==> src/rtl/mem_port_arbiter.sv <==
// mem_port_arbiter: shares one single-port memory between the core and the loader, and sequences the core's run state
module mem_port_arbiter #(
    parameter int AW         = 32,
    parameter int DW         = 32,
    parameter int MAX_STREAK = 4
) (
    input  logic          clk,
    input  logic          res,
    input  logic          core_req,
    input  logic          core_we,
    input  logic [AW-1:0] core_adr,
    input  logic [DW-1:0] core_wd,
    output logic [DW-1:0] core_rd,
    output logic          core_ack,
    output logic          core_stall,
    output logic          core_run,
    input  logic          ldr_req,
    input  logic          ldr_we,
    input  logic [AW-1:0] ldr_adr,
    input  logic [DW-1:0] ldr_wd,
    output logic [DW-1:0] ldr_rd,
    output logic          ldr_ack,
    input  logic          ldr_done,
    input  logic          halt_req,
    output logic [AW-1:0] mem_a,
    output logic [DW-1:0] mem_wd,
    output logic          mem_we,
    input  logic [DW-1:0] mem_rd,
    output logic [1:0]    arb_state
);
    typedef enum logic [1:0] {BOOT = 2'd0, RUN = 2'd1, HALT_PEND = 2'd2, HALTED = 2'd3} state_e;
    localparam logic [3:0] MAX = 4'(MAX_STREAK);
    state_e     state_q, state_d;
    logic [3:0] streak_q, streak_d;
    logic       core_run_q, core_run_d;
    logic       gnt_c, gnt_l;

    always_ff @(posedge clk) begin
        if (res) begin
            state_q    <= BOOT;
            streak_q   <= '0;
            core_run_q <= 1'b0;
        end else begin
            state_q    <= state_d;
            streak_q   <= streak_d;
            core_run_q <= core_run_d;
        end
    end

    always_comb begin
        state_d = state_q;
        case (state_q)
            BOOT:      state_d = ldr_done ? RUN : BOOT;
            RUN:       state_d = halt_req ? HALT_PEND : RUN;
            HALT_PEND: state_d = !halt_req ? RUN : !core_req ? HALTED : HALT_PEND;
            default:   state_d = !halt_req ? RUN : HALTED;
        endcase
    end

    // In HALT_PEND the core has absolute priority; BOOT and HALTED serve only the loader.
    always_comb begin
        gnt_c      = core_req & ((state_q == RUN & (~ldr_req | streak_q == MAX)) | state_q == HALT_PEND);
        gnt_l      = ldr_req & ~gnt_c & (state_q != HALT_PEND | ~core_req);
        streak_d   = (state_q != RUN | ~core_req | gnt_c) ? 4'd0 :
                     (gnt_l & streak_q != MAX) ? streak_q + 4'd1 : streak_q;
        core_run_d = state_d == RUN | state_d == HALT_PEND;
        mem_a      = gnt_c ? core_adr : gnt_l ? ldr_adr : '0;
        mem_wd     = gnt_c ? core_wd : gnt_l ? ldr_wd : '0;
        mem_we     = ~res & ((gnt_c & core_we) | (gnt_l & ldr_we));
        core_ack   = gnt_c;
        ldr_ack    = gnt_l;
        core_stall = core_req & ~gnt_c;
        core_rd    = mem_rd;
        ldr_rd     = mem_rd;
        core_run   = core_run_q;
        arb_state  = state_q;
    end
endmodule
==> config.mk <==
export PLATFORM = sky130hd
export DESIGN_NAME = mem_port_arbiter
export DESIGN_NICKNAME = d
export VERILOG_FILES = /design/src/rtl/mem_port_arbiter.sv
export SDC_FILE = /design/constraint.sdc
export NUM_CORES = 1
export LEC_CHECK = 0
export ABC_AREA = 1
export BUFFER_PORTS_ARGS = -buffer_cell sky130_fd_sc_hd__buf_2
export CORE_AREA = 8 8 112 114
export DETAILED_ROUTE_END_ITERATION = 16
export DIE_AREA = 0 0 120 122
export PLACE_DENSITY = 0.57
export SLEW_MARGIN = 15
export SYNTH_ARGS = -nofsm -noshare
export SYNTH_HDL_FRONTEND = slang
export SYNTH_SLANG_ARGS = --single-unit
==> constraint.sdc <==
create_clock -name clk -period 1.4 [get_ports clk]
set_input_delay 0.14 -clock clk [delete_from_list [all_inputs] [get_ports clk]]
set_output_delay 0.14 -clock clk [all_outputs]
set_load 0.005 [all_outputs]
==> results.md <==
- DRC violations left: 0
- Tcrit/Tclk final: 129%
- RSZ-0062 raised after global routing: yes
- Die ar.: roughly 0.015 sq mm
- Design area: ~0.0032 sq mm
- HP Class: primary input to flop
- GR Util All Layers: 10.4%
- Worst path top cell family by delay: simple AND/OR/NAND/NOR gates
- Share of cells above drive strength 1: between 60% and 70%
- Area contributors post-synth: nand2_1 (44%), buf_4 (28%), dfxtp_1 (8.1%)
- DR iter-0 viols: 79
- WP data arrival: ~1.7 ns
- Top-count cell post-synth: nand2_1
- Worst skew pair latency: 0.23 ns
- Crit start category: flop
- Least-Margin Pin Slew: roughly 0.27 ns
- Final hold vios: 0
- Cells after Synth: about 330
- Synth cell count leaders: nand2_1 (201), buf_4 (64), buf_6 (12)
- Slowest CP cell: dfxtp_2
- Synth warnings: 0
- CP cell instances: inv_2, ha_4, nand3_2, nand2_2, nand2_2, nand2_4, nand2_8, nand2_8, clkinv_8, clkbuf_16, nand2_2, nand2_1, buf_2
- CP max FO: 12
- Seq/Total Area, Yosys: 8.15%
- Synthesized area per cell: approximately 5.3 sq um
- Clk buf depth: 2
- Final Wtd Congestion: roughly 0.85
- Most frequent CP cell: nand2_2
- Die height: between 100 and 150 um
- Yosys top cell by area: nand2_1
- Via density: between 3 and 4
- #FFs+latches synth: 7
- Post-Syn Nets: around 500
- I/O Buffers: approximately 210
- Max-slew headroom: between 80% and 90%
- Post-DP Area: approximately 0.0025 sq mm
- Outcome: complete, but fails checks
- Vias in the first global route: 2195
- Setup ws final: -0.409 ns
- Post-synth ARST share: 0%
- CP bufs+invs: 4
- Mapped Area: approximately 0.0017 sq mm
- CTS Sinks: 7
- Maximum vdd drop: between 0.0006 and 0.0007 V
- Share of the synthesized area in the top cell type: ~44%
- DP Worst Slack: -0.208 ns
- Post-synth EDFFs: 0
- Period minus WS final: approximately 1.8 ns
- Grt ovf: 0
- Fillers: 1199
- Fmax: roughly 550 MHz
- Initial antenna violation count: 1
- I/O Pins: approximately 300
- Row count: 38
- Post-CTS Hold Buffers: 0
- Largest net degree at the start of global routing: 37
- Final ANT Viol Nets: 0
- Final Max Tran Viols: 0
- HPWL reported at the end of detailed placement: 7320 um
- Avg WL per Cell: ~15 um
- Worst Clk Skew: roughly 0.0055 ns
- Final nets: around 660
- H-tree lvl count: 1
- Worst path required time: between 1 and 1.5 ns
- Final Setup Violations: between 60 and 70
- DRT Pass-1 Iters: 4
- Die X: between 100 and 150 um
- Worst path max stage delay: between 0.3 and 0.4 ns
- CTS tree: yes
- Critical Path End Type: output port
- Area delta synth->final: 83.2%
- Clk slew on worst S/H paths: about 0.05 ns
- Post-synth top flop: dfxtp_1
- # diodes: 0
- Pwr dens: between 400 and 500 mW/mm^2
- First-pass GRT wire length: approximately 12000 um
- Total Wirelength: between 9000 and 10000 um
- Class of the most critical setup path: flop to output port
- Total vias in the final route: 2439
- Starting Density: approximately 16%
- Core box area: between 0.01 and 0.015 sq mm
- Max_cap viols: 0
- Failing checks: setup timing
- Distinct cells, synth: 16
- Cts bufs inserted: 3
- LEAKAGE: around 0.0020 uW
- CTS root buf: clkbuf_8
worst register-to-register path, cell delays in order, from the launching register on:
cell and delay [ns]:
dfxtp_2 0.32, inv_2 0.05, ha_4 0.14, nand3_2 0.05, nand2_2 0.05, nand2_2 0.07, nand2_4 0.07, buf_6 0.13
nor2_4 0.15, nand3_4 0.10, a21oi_1 0.12
layout make-up:
type	instances	area (sq um)	share of cell area [%]
repair buffers	237	1540	48.8
flip-flops and latches	7	143	4.53
clock buffers	3	41.3	1.31
clock inverters	1	5.00	0.159
inverters	11	61.3	1.95
well taps	140	175	5.56
repair inverters	1	8.76	0.278
multi-input cells	230	1180	37.4
what timing repair did:
| action | CTS | global route |
|---|---|---|
| pin swaps | 0 | 16 |
| setup endpoints to repair | 71 | 72 |
| setup buffers | 3 | 0 |
| gates cloned | 0 | 10 |
| hold endpoints to repair | 0 | 0 |
| gates resized for setup | 18 | 84 |
layer usage:
metal | GRT usage, % | up-vias | wire, um
met5 | 0 | - | 13
met4 | 0.546 | 2 | 9
met3 | 5.37 | 4 | 1170
met2 | 18.6 | 164 | 4760
met1 | 11.2 | 1027 | 3620
li1 | - | 1242 | -
per-stage QoR:
step / hold WS (ns) / cells / setup TNS [ns] / power (uW) / util (%)
6_report: 0.0938 / 630 / -25.24 / 1480 / 29.5
5_1_grt: 0.0994 / 630 / -32.16 / 1600 / 29.5
4_1_cts: 0.0886 / 621 / -26.87 / 1280 / 24.7
3_5_place_dp: 0.280 / 614 / -10.84 / 953 / 23.6
3_3_place_gp: 0.280 / 614 / -9.83 / 957 / 23.6
2_1_floorplan: 0.212 / 326 / -1.78 / 661 / -
registers in the layout, summed over array words and instances, names as in the netlist:
name,cells
arb_state,2
core_run,1
streak_q,4
report_power, final:
part | internal, uW | switching, uW | leakage [uW] | total (uW)
clock network | 193 | 95.5 | 0.0000255 | 289
logic | 515 | 461 | 0.00189 | 976
registers | 209 | 4.39 | 0.0000582 | 213
total | 917 | 561 | 0.00197 | 1480
kinds of logic (layout without fill, tap and decap cells):
family,Yosys count,count (layout),synth area share (%)
flip-flops,7,7,8.15
adder cells (fa/ha/maj),2,2,1.45
XOR/XNOR,1,1,0.509
AO/OA/AOI/OAI,8,8,2.47
AND/OR/NAND/NOR,219,219,48.7
buffers and inverters,89,253,38.8
worst paths after layout:
path | start | endpoint | slack (ns) | depth (start not counted)
setup / recovery | streak_q[0] | mem_a[7] | -0.41 | 13
hold / removal | res | arb_state[1] | 0.09 | 2
setup reg to reg | streak_q[0] | streak_q[0] | 0.07 | 10
hold reg to reg | streak_q[3] | streak_q[3] | 0.47 | 2
layout by cell type (no fill, tap or decap), drive strengths merged:
master	n
buf	230
nand3	6
nor2	10
nand2	203
inv	11
o21ai	3
xor2	1
dfxtp	7
clkinv	2
o31ai	1
clkbuf	10
a21oi	4
ha	2
Note: power is estimated with default switching activity, not from simulation.
